==> config.mk <==
export PLATFORM = sky130hd
export DESIGN_NAME = tgl_hs_rx
export DESIGN_NICKNAME = d
export VERILOG_FILES = /design/src/rtl/tgl_hs_pkg.sv /design/src/rtl/sync_fifo.sv /design/src/rtl/tgl_hs_rx.sv
export SDC_FILE = /design/constraint.sdc
export NUM_CORES = 1
export LEC_CHECK = 0
export BUFFER_PORTS_ARGS = -buffer_cell sky130_fd_sc_hd__buf_2
export CORE_ASPECT_RATIO = 1.25
export CORE_UTILIZATION = 55
export CTS_CLUSTER_DIAMETER = 150
export DETAILED_ROUTE_END_ITERATION = 8
export HOLD_SLACK_MARGIN = 0.06
export PLACE_DENSITY = 0.77
export SYNTH_ARGS = -nofsm -noshare
export SYNTH_HDL_FRONTEND = slang
export SYNTH_SLANG_ARGS = --single-unit
export TNS_END_PERCENT = 20
==> constraint.sdc <==
create_clock -name clk -period 2.8 [get_ports clk]
set_clock_uncertainty 0.2 [all_clocks]
set_input_delay 0.42 -clock clk [delete_from_list [all_inputs] [get_ports clk]]
set_output_delay 0.42 -clock clk [all_outputs]
set_load 0.1 [all_outputs]
==> src/rtl/tgl_hs_pkg.sv <==
// Shared defaults and helpers for the toggle-handshake receiver.
package tgl_hs_pkg;

  localparam int unsigned DEF_DATA_W = 8;
  localparam int unsigned DEF_DEPTH  = 4;

  // Ack level driven out of reset; the sender must start from the same level.
  localparam logic ACK_RESET = 1'b0;

  // Occupancy counter width: one extra bit so that count can hold DEPTH itself.
  function automatic int unsigned cnt_w(input int unsigned depth);
    return $clog2(depth) + 1;
  endfunction

endpackage

==> src/rtl/sync_fifo.sv <==
// Single-clock FIFO with full occupancy count; accepts a write while full
// provided a read happens in the same cycle.
module sync_fifo
  import tgl_hs_pkg::*;
#(
  parameter int unsigned DATA_W = DEF_DATA_W,
  parameter int unsigned DEPTH  = DEF_DEPTH
) (
  input  logic                      clk,
  input  logic                      reset,
  input  logic                      wr_en,
  input  logic [DATA_W-1:0]         wr_data,
  input  logic                      rd_en,
  output logic [DATA_W-1:0]         rd_data,
  output logic [$clog2(DEPTH):0]    count,
  output logic                      full,
  output logic                      empty
);

  localparam int unsigned AW = $clog2(DEPTH);
  localparam int unsigned CW = AW + 1;
  localparam logic [AW-1:0] PTR_ONE = AW'(1);
  localparam logic [CW-1:0] CNT_ONE = CW'(1);
  localparam logic [CW-1:0] CNT_MAX = CW'(DEPTH);

  logic [DATA_W-1:0] mem [DEPTH];
  logic [AW-1:0]     wr_ptr;
  logic [AW-1:0]     rd_ptr;
  logic              wr_ok;
  logic              rd_ok;

  assign full    = (count == CNT_MAX);
  assign empty   = (count == '0);
  assign rd_ok   = rd_en & ~empty;
  assign wr_ok   = wr_en & (~full | rd_ok);
  assign rd_data = mem[rd_ptr];

  // Storage array: written at the tail, no reset needed for data.
  always_ff @(posedge clk) begin
    if (wr_ok) mem[wr_ptr] <= wr_data;
  end

  // Pointers wrap modulo DEPTH; count tracks the net push/pop balance.
  always_ff @(posedge clk) begin
    if (reset) begin
      wr_ptr <= '0;
      rd_ptr <= '0;
      count  <= '0;
    end else begin
      if (wr_ok) wr_ptr <= wr_ptr + PTR_ONE;
      if (rd_ok) rd_ptr <= rd_ptr + PTR_ONE;
      case ({wr_ok, rd_ok})
        2'b10:   count <= count + CNT_ONE;
        2'b01:   count <= count - CNT_ONE;
        default: count <= count;
      endcase
    end
  end

endmodule

==> src/rtl/tgl_hs_rx.sv <==
// Receiver for the toggle-signalling handshake: every req_tgl level change
// captures data_in into a FIFO and is answered by flipping ack_tgl.
module tgl_hs_rx
  import tgl_hs_pkg::*;
#(
  parameter int unsigned DATA_W = DEF_DATA_W,
  parameter int unsigned DEPTH  = DEF_DEPTH,
  parameter int unsigned CNT_W  = cnt_w(DEPTH)
) (
  input  logic              clk,
  input  logic              reset,
  input  logic              req_tgl,
  input  logic [DATA_W-1:0] data_in,
  output logic              ack_tgl,
  output logic [DATA_W-1:0] dout,
  output logic              dout_valid,
  input  logic              dout_ready,
  output logic [CNT_W-1:0]  count,
  output logic              proto_err
);

  logic req_q;
  logic pending;
  logic push;
  logic pop;
  logic full;
  logic empty;
  logic err_now;

  // A request is outstanding whenever the two toggle levels disagree.
  always_comb begin
    pending    = (req_tgl != ack_tgl);
    dout_valid = ~empty;
    pop        = dout_valid & dout_ready;
    push       = pending & (~full | pop);
    err_now    = (req_q != ack_tgl) & (req_tgl != req_q);
  end

  // Ack flips on capture; req_q remembers last req level for error detection.
  always_ff @(posedge clk) begin
    if (reset) begin
      ack_tgl   <= ACK_RESET;
      req_q     <= 1'b0;
      proto_err <= 1'b0;
    end else begin
      req_q <= req_tgl;
      if (push)    ack_tgl   <= ~ack_tgl;
      if (err_now) proto_err <= 1'b1;
    end
  end

  sync_fifo #(
    .DATA_W (DATA_W),
    .DEPTH  (DEPTH)
  ) u_fifo (
    .clk     (clk),
    .reset   (reset),
    .wr_en   (push),
    .wr_data (data_in),
    .rd_en   (pop),
    .rd_data (dout),
    .count   (count),
    .full    (full),
    .empty   (empty)
  );

endmodule

After elaboration in Yosys (flattened, before gate mapping)
Memory sizes are Yosys's and may differ from the RTL's. A register that Yosys moved wholly into a read port is not among the register bits.
Cells that the tools add are included.
{ "op_classes": {"n_addsub": 4, "n_eq_ne": 6, "n_mux": 5, "bitwise": 10, "n_reduce_logical": 2} }
{ "op_table": {"columns": ["op", "count"], "rows": [
  ["3-bit case mux with 2 select lines", 1],
  ["1-bit AND", 5],
  ["2-bit by 1-bit adder with 2-bit output (second input constant)", 2],
  ["2-bit 2-to-1 mux", 2],
  ["3-bit by 1-bit adder with 3-bit output (second input constant)", 1],
  ["3-bit equality test (second input constant)", 1],
  ["3-bit logical NOT", 1],
  ["1-bit != test", 3],
  ["1-bit inverter", 3],
  ["3-bit by 1-bit subtractor with 3-bit output (second input constant)", 1],
  ["2-bit by 1-bit equality test with 1-bit output (second input constant)", 1],
  ["2-bit equality test (second input constant)", 1],
  ["1-bit 2-to-1 mux", 2],
  ["1-bit bitwise OR", 2],
  ["2-bit nonzero test", 1]
]} }
{ "word_totals": {"register_bits": 10, "ramBits": 32, "inputBits": 12, "output_inout_bits": 14, "mem_count": 1} }
{ "mem_list": {"columns": ["memory", "depth", "width", "rd", "rd_clocked_by_memory_dff", "write_ports", "line_no", "source"], "rows": [
  ["u_fifo.mem", 4, 8, 1, 1, 1, "sync_fifo.sv:26", "logic [DATA_W-1:0] mem [DEPTH];"]
]} }

Logic depth before layout (Yosys ltp)
Gate-level depths: netlist of the first run.
{ "logic_depth": {"ltp_word": 8, "mapped_depth": 9, "mapped_depth_nobuf": 9} }

By module
Synthesis of the first run repeated with hierarchy kept, for this count alone.
{ "hier_totals": {"cells_unflattened": 111, "area_unflattened_um2": 1798.0} }
{ "modules_own_cells": {"columns": ["module", "n_inst", "cells_each", "area_each_um2", "seq_area_each_um2"], "rows": [
  ["sync_fifo", 1, 96, 1645.3, 1141.1],
  ["tgl_hs_rx", 1, 15, 152.6, 60.1]
]} }

Worst setup path before layout of the first run
OpenSTA, ideal clock, no wires.
{ "synth_timing": {"kind": "register to register", "from": "reg u_fifo.count[2]", "to": "reg u_fifo.count[2]", "setup_ns": 0.071, "arrival_time_ns": 2.708, "setup_slack_ns": -0.179, "path_stages_with_launch": 10, "path_buffers": 0, "cell_sequence": "dfxtp_1 -> nor4b_4 -> nor2_2 -> inv_1 -> ha_1 -> inv_1 -> fa_1 -> xor2_1 -> or3_1 -> a21oi_1"} }
{ "synth_via": {"elab_chain_cells": 8, "word_cells_on_any_way": 16, "cone_classes": "add/sub (2); eq/ne (3); mux (1); bitwise (8); reduce/logical (2)"} }
{ "synth_rtl": {"columns": ["item", "line_no", "source"], "rows": [
  ["from (decl)", "sync_fifo.sv:15", "output logic [$clog2(DEPTH):0] count,"],
  ["from (signal assigned)", "sync_fifo.sv:53", "2'b10: count <= count + CNT_ONE;"],
  ["from (signal assigned)", "sync_fifo.sv:54", "2'b01: count <= count - CNT_ONE;"],
  ["from (signal assigned)", "sync_fifo.sv:55", "default: count <= count;"],
  ["3-bit logical NOT", "sync_fifo.sv:33", "assign empty = (count == '0);"],
  ["1-bit inverter", "sync_fifo.sv:34, tgl_hs_rx.sv:33", null],
  ["1-bit AND", "tgl_hs_rx.sv:34", "pop = dout_valid & dout_ready;"],
  ["1-bit bitwise OR or 1-bit AND (tied branches)", "tgl_hs_rx.sv:35, sync_fifo.sv:34", null],
  ["1-bit AND or 1-bit bitwise OR (tied branches)", "tgl_hs_rx.sv:35, sync_fifo.sv:35", null],
  ["1-bit AND", "sync_fifo.sv:35", "assign wr_ok = wr_en & (~full | rd_ok);"],
  ["2-bit by 1-bit equality test with 1-bit output or 2-bit equality test (tied branches)", "sync_fifo.sv:52", "case ({wr_ok, rd_ok})"],
  ["3-bit case mux with 2 select lines or 2-bit nonzero test (tied branches)", null, null]
]} }
Several ways; a longest one is shown, not always the timed one.
A chain may end at the register's enable or synchronous reset.

==> summary.txt, run 1 <==
Final layout
  – Diode count: 0
  – Area growth syn-to-layout: 11.9%
  – Layout Utilization: 0.660
  – Design area: between 1500 and 2000 um2
  – Final net count: between 150 and 200
  – Fillers: ~230
  – Share of layout cells above drive strength 1: 0.321

GRT
  – Via count of the first global-routing pass: 938
  – Grt ovf: 0
  – Largest net degree at the start of global routing: 14
  – Initial antenna violation count: 0
  – Total GRT Usage: 0.186
  – First-pass GRT wire length: 4410 um

Drt
  – DR vias: just over 900
  – WL final: 2630 um
  – DRC: 0
  – WL per Instance: 15.5 um
  – Vias/cell: about 5.4
  – Antenna viol nets, final: 0
  – Initial DRC Count: 37
  – Pre-antenna DRT Iters: 4

Logic synthesis
  – Post-synthesis register bit count: 44
  – Synth Area in XOR/XNOR: 0.0250
  – Synth cell types: 25
  – Simple-Gate Fraction of Synth Area: 0.0764
  – Register area share after synthesis: 0.685
  – Compound-Gate Fraction of Synth Area: 0.0236
  – Syn Nets: about 120
  – Syn avg cell area: 16.9 um2
  – Largest family of logic cells by synthesized area: multiplexers
  – Adder-cell share of the synthesized area: 0.0471
  – Post-synthesis mux area share: 0.123
  – YS warnings: 0
  – Mapped Area: about 1800 um2
  – Synth Instances: between 100 and 150

Clocking
  – Post-CTS Resized: 0
  – Cts bufs inserted: 5
  – Hold Buf Count CTS: 0
  – CTS Sinks: 44
  – CTS tree: yes
  – CTS Buffer Depth: 2
  – Post-CTS Setup Inserts: 0
  – Clock insertion delay at the later pin of the skew report: around 0.34 ns
  – Root Buffer: clkbuf_4
  – H-tree depth: 2
  – Clock slew at reported path FFs: 0.11 ns

Placed design
  – DP Area: about 1900 um2
  – GP Congestion: approximately 0.72
  – IO Port Bufs: 25
  – Detail Placement HPWL: 1890 um
  – Post-Place Setup Slack: roughly 0.27 ns

STA
  – # setup viols final: 0
  – Min cycle time layout: approximately 2.5 ns
  – Setup TNS: 0 ns
  – Least-Margin Pin Slew: about 0.53 ns
  – Slew headroom: 0.648
  – Maximum clock frequency: about 400 MHz
  – Part of the cycle the worst path needs: 0.894
  – Setup WS post-layout: 0.297 ns
  – Final hold vios: 0
  – Slew Limit Fails: 0
  – RSZ-0062 raised after global routing: false

Floorplanning
  – Die area: between 3000 and 4000 um2
  – Die width: approximately 52 um
  – DIE HEIGHT: roughly 65 um
  – Core box area: just under 3000 um2
  – Num rows: 22
  – # IOs: 26
  – Starting Density: 0.590

Critical path
  – Crit Path Max Fanout: 8
  – Critical Path RT: between 2 and 2.5 ns
  – Worst Setup End Kind: output port
  – Arrival time at the worst endpoint: around 1.9 ns
  – Critical path type: flip-flop to output port
  – Worst setup SP type: flip-flop

Status
  – Outcome: complete, no violations

Hold path
  – HP Class: input pin to flip-flop

Flow run
  – Max-Cap Viols: 0
==> worst paths after layout <==
check | from | to | slack (ns) | depth (start not counted)
max | flip-flop | dout[4] | 0.30 | 2
min | data_in[5] | u_fifo.mem[2][5] | 0.09 | 1
max reg2reg | u_fifo.count[0] | u_fifo.count[2] | 0.36 | 9
min reg2reg | proto_err | proto_err | 0.31 | 2
==> cells in the mapped netlist (all sizes together) <==
cell type / count / share of area
a21oi: 2 / 0.0057
a221oi: 1 / 0.0050
and2: 4 / 0.014
buf: 2 / 0.0050
clkbuf: 1 / 0.0021
dfxtp: 12 / 0.14
edfxtp: 32 / 0.55
fa: 1 / 0.011
ha: 5 / 0.036
inv: 6 / 0.013
mux2: 1 / 0.0086
mux2i: 2 / 0.011
mux4: 8 / 0.10
nand2b: 2 / 0.0071
nor2: 12 / 0.027
nor2b: 2 / 0.0071
nor4b: 1 / 0.014
o21ai: 1 / 0.0029
o311ai: 1 / 0.0050
o31a: 1 / 0.0050
or3: 2 / 0.0071
xnor2: 2 / 0.010
xor2: 3 / 0.015
==> layer usage <==
| metal | track usage | wire length (um) | up-vias |
|---|---|---|---|
| met3 | 0.0579 | 149 | 5 |
| met2 | 0.320 | 1420 | 26 |
| li1 | - | - | 440 |
| met5 | 0 | 0 | - |
| met1 | 0.217 | 1020 | 439 |
| met4 | 0.0592 | 40 | 0 |
==> logic make-up after synthesis <==
logic type,Yosys count
AOI/OAI and AO/OA,6
xor gates and xnor gates,5
muxes,11
buffers and inverters,9
and+or+nand+nor,23
DFF,44
adders and majority gates,6
==> flip-flops by register name (all words and copies together) (netlist names), named ones only <==
name / cells
proto_err: 1
u_fifo.rd_ptr: 2
u_fifo.mem: 32
u_fifo.count: 3
ack_tgl: 1
u_fifo.wr_ptr: 2
req_q: 1
==> worst max-delay path, cell delays in order (launching register included) <==
cell and delay (ns):
dfxtp_1 0.67, mux4_2 0.58, buf_2 0.31
==> cell type report <==
type	count	area, um2	share of cell area
inverter	6	22.5	0.0115
timing repair buffer	25	125	0.0638
multi-input combinational	51	517	0.263
tap	36	45.0	0.0230
clock buffer	7	45.0	0.0230
clock inverter	1	5.00	0.00255
sequential	44	1200	0.613
==> through the flow <==
step                      instances  hold slack [ns]
after floorplan                 104            0.278
after global routing            170           0.0727
final                           170           0.0907
after CTS                       170           0.0778
after global placement          162            0.262
after detailed placement        162            0.275
==> cells in the final DEF (no fill, tap or decap), types with 2 or more instances in the layout <==
master / n
nor2_1: 11
dfxtp_1: 11
or3_1: 2
and2_1: 4
clkbuf_4: 5
buf_2: 25
xnor2_1: 2
mux2i_1: 2
inv_1: 6
xor2_1: 3
a21oi_1: 2
nor2b_1: 2
nand2b_1: 2
edfxtp_1: 32
ha_1: 5
mux4_2: 8
clkbuf_1: 2
Power of run 1 is left out: the tool's default activity adds up to more than one toggle a clock period on the data nets, which glitch-free logic cannot reach.
==> inputs of run 2 (changes only) <==
--- a/config.mk
+++ b/config.mk
@@ -13,4 +13,5 @@
 export HOLD_SLACK_MARGIN = 0.06
 export PLACE_DENSITY = 0.77
+export REMOVE_ABC_BUFFERS = 1
 export SYNTH_ARGS = -nofsm -noshare
 export SYNTH_HDL_FRONTEND = slang
--- a/constraint.sdc
+++ b/constraint.sdc
@@ -3,3 +3,3 @@
 set_input_delay 0.42 -clock clk [delete_from_list [all_inputs] [get_ports clk]]
 set_output_delay 0.42 -clock clk [all_outputs]
-set_load 0.1 [all_outputs]
+set_load 0.01 [all_outputs]
==> summary.txt, run 2 (synthesized netlist as in run 1, its figures left out) <==
Hold path
  – Hold Crit Depth: 1 (unchanged)
  – HP Class: input pin to flip-flop (unchanged)

Final layout
  – Most frequent cells in the layout: edfxtp_1, buf_2, dfxtp_1 (was edfxtp_1, buf_2, nor2_1, dfxtp_1, mux4_2)
  – Largest registers: u_fifo.mem x32, u_fifo.count x3 (unchanged)
  – Max FFs per register: 32 (unchanged)
  – Commonest non-fill, non-tap cell in the layout: edfxtp_1 (unchanged)
  – Share of layout cells above drive strength 1: 0.319 (was 0.321)
  – Largest Register: u_fifo.mem (unchanged)
  – Area growth syn-to-layout: 13.1% (was 11.9%)
  – Diode count: 0 (unchanged)
  – Finished Layout Cells: 171 (was 170)
  – Final net count: 152 (was 151)

Critical path
  – Critical-path cell list: nor4b_4 > nor2_2 > inv_1 > ha_1 > inv_1 > fa_1 > xor2_1 > or3_1 > a21oi_1 (was mux4_2 > buf_2)
  – Worst setup SP type: flip-flop (unchanged)
  – Crit Path Max Fanout: 7 (was 8)
  – CP dominant cell by count: inv_1
  – Reg2reg start: u_fifo.count[0] (unchanged)
  – R2r setup slk: 0.36 ns (about the same)
  – Critical Path RT: 2.88 ns (was 2.18 ns)
  – R2R Path End: u_fifo.count[2] (unchanged)
  – Worst R2R Path Depth: 9 (unchanged)
  – Crit path from: u_fifo.count[0]
  – Max incr delay on CP: 0.41 ns (was 0.67 ns)
  – Setup crit end: u_fifo.count[2] (was dout[4])
  – Critical path type: flip-flop to flip-flop (was flip-flop to output port)
  – CP max stage cell: dfxtp_1 (unchanged)
  – Arrival time at the worst endpoint: 2.52 ns (was 1.88 ns)
  – Worst Setup End Kind: flip-flop (was output port)

Clocking
  – CTS Buffer Depth: 2 (unchanged)
  – Clock slew at reported path FFs: 0.12 ns (was 0.11 ns)
  – H-tree depth: 2 (unchanged)
  – Clock insertion delay at the later pin of the skew report: 0.35 ns (was 0.34 ns)
  – Cts bufs inserted: 5 (unchanged)
  – Post-CTS Setup Inserts: 0 (unchanged)
  – Root Buffer: clkbuf_4 (unchanged)
  – CTS Sinks: 44 (unchanged)
  – CTS tree: yes (unchanged)

Drt
  – Initial DRC Count: 26 (was 37)
  – Antenna viol nets, final: 0 (unchanged)
  – WL per Instance: 14.9 um (was 15.5 um)
  – Pre-antenna DRT Iters: 4 (unchanged)
  – DRC: 0 (unchanged)
  – DR vias: 907 (was 910)
  – Vias/cell: 5.30 (was 5.35)
  – WL final: 2550 um (was 2630 um)

STA
  – Setup TNS: 0 ns (unchanged)
  – Maximum clock frequency: 410 MHz (was 400 MHz)
  – # setup viols final: 0 (unchanged)
  – RSZ-0062 raised after global routing: false (unchanged)
  – Least-Margin Pin Slew: 0.517 ns (was 0.527 ns)
  – Hold WS: 0.0823 ns (was 0.0907 ns)
  – Slew headroom: 0.655 (was 0.648)
  – Slew Limit Fails: 0 (unchanged)
  – Final hold vios: 0 (unchanged)
  – Min cycle time layout: 2.44 ns (was 2.50 ns)
  – Part of the cycle the worst path needs: 0.872 (was 0.894)

Power and ir drop
  – NetSw: ~0.47 mW
  – PwrDens: 815 nW/um2
  – P_int: about 1.1 mW
  – Peak supply drop: roughly 0.00050 V
  – Pleak: 0.723 nW
  – Combinational Power Share: 0.261
  – Seq pwr share: 0.545
  – Clk pwr share: 0.194
  – Net Sw Frac: 0.293

Floorplanning
  – Starting Density: 0.590 (unchanged)
  – DIE HEIGHT: 65.1 um (unchanged)
  – # IOs: 26 (unchanged)
  – Die width: 52.5 um (unchanged)
  – Core box area: 2970 um2 (unchanged)
  – Die area: 3420 um2 (unchanged)
  – Num rows: 22 (unchanged)

GRT
  – Largest net degree at the start of global routing: 14 (unchanged)
  – Total GRT Usage: 0.177 (was 0.186)
  – First-pass GRT wire length: 4110 um (was 4410 um)
  – Initial antenna violation count: 0 (unchanged)
  – Via count of the first global-routing pass: 909 (was 938)
  – Grt ovf: 0 (unchanged)

Placed design
  – IO Port Bufs: 25 (unchanged)
  – Detail Placement HPWL: 1780 um (was 1890 um)
  – GP Congestion: 0.648 (was 0.717)
  – Placed cells: 162 (unchanged)

Status
  – Outcome: complete, no violations (unchanged)

Flow run
  – Max-Cap Viols: 0 (unchanged)
run 2: through the flow:
stage               area, um2  total power [mW]  setup slack, ns   util
CTS                      1970              1.64            0.329  0.664
global route             1980              1.71            0.236  0.667
floorplan                1740              1.18            0.489      -
global placement         1910              1.31            0.362  0.643
finish                   1980              1.62            0.360  0.667
detailed placement       1910              1.33            0.266  0.643
run 2: critical path, delay by kind of cell (launching register included):
family / cells / cell delay, ns
AND/OR/NAND/NOR: 3 / 0.78
XOR/XNOR: 1 / 0.16
adder cells (fa/ha/maj): 2 / 0.55
AO/OA/AOI/OAI: 1 / 0.15
flip-flops: 1 / 0.41
buffers and inverters: 2 / 0.14
run 2: worst min path at each step:
stage	end	slack, ns	start
floorplan	proto_err	0.28	req_q
global placement	proto_err	0.26	proto_err
detailed placement	proto_err	0.27	proto_err
CTS	u_fifo.mem[0][7]	0.07	data_in[7]
global route	u_fifo.mem[0][5]	0.07	data_in[5]
finish	u_fifo.mem[0][5]	0.08	data_in[5]
run 2: layer usage:
layer	GRT usage	wire length, um	vias up
li1	-	-	443
met1	0.199	1060	427
met2	0.296	1290	29
met3	0.0556	131	8
met4	0.0888	70	0
met5	0	0	-
run 2: what timing repair did:
| action | in CTS | in global routing |
|---|---|---|
| hold buffers | 0 | 1 |
| resized for setup | 0 | 0 |
| hold endpoints to repair | 0 | 4 |
run 2: layout make-up:
class                           instances  area [um2]
Sequential cell                        44        1200
Fill cell                             226         990
Multi-Input combinational cell         51         517
Timing Repair Buffer                   26         135
Clock buffer                            7        55.1
Tap cell                               36        45.0
Inverter                                6        22.5
Clock inverter                          1        7.51
run 2: power by group through the flow:
stage	combinational, mW	sequential (mW)	clock (mW)
2_1_floorplan	0.293	0.885	0
3_3_place_gp	0.418	0.896	0
3_5_place_dp	0.426	0.900	0
4_1_cts	0.428	0.885	0.324
5_1_grt	0.466	0.898	0.348
6_report	0.422	0.881	0.314
Power figures use the tool's default switching activity.
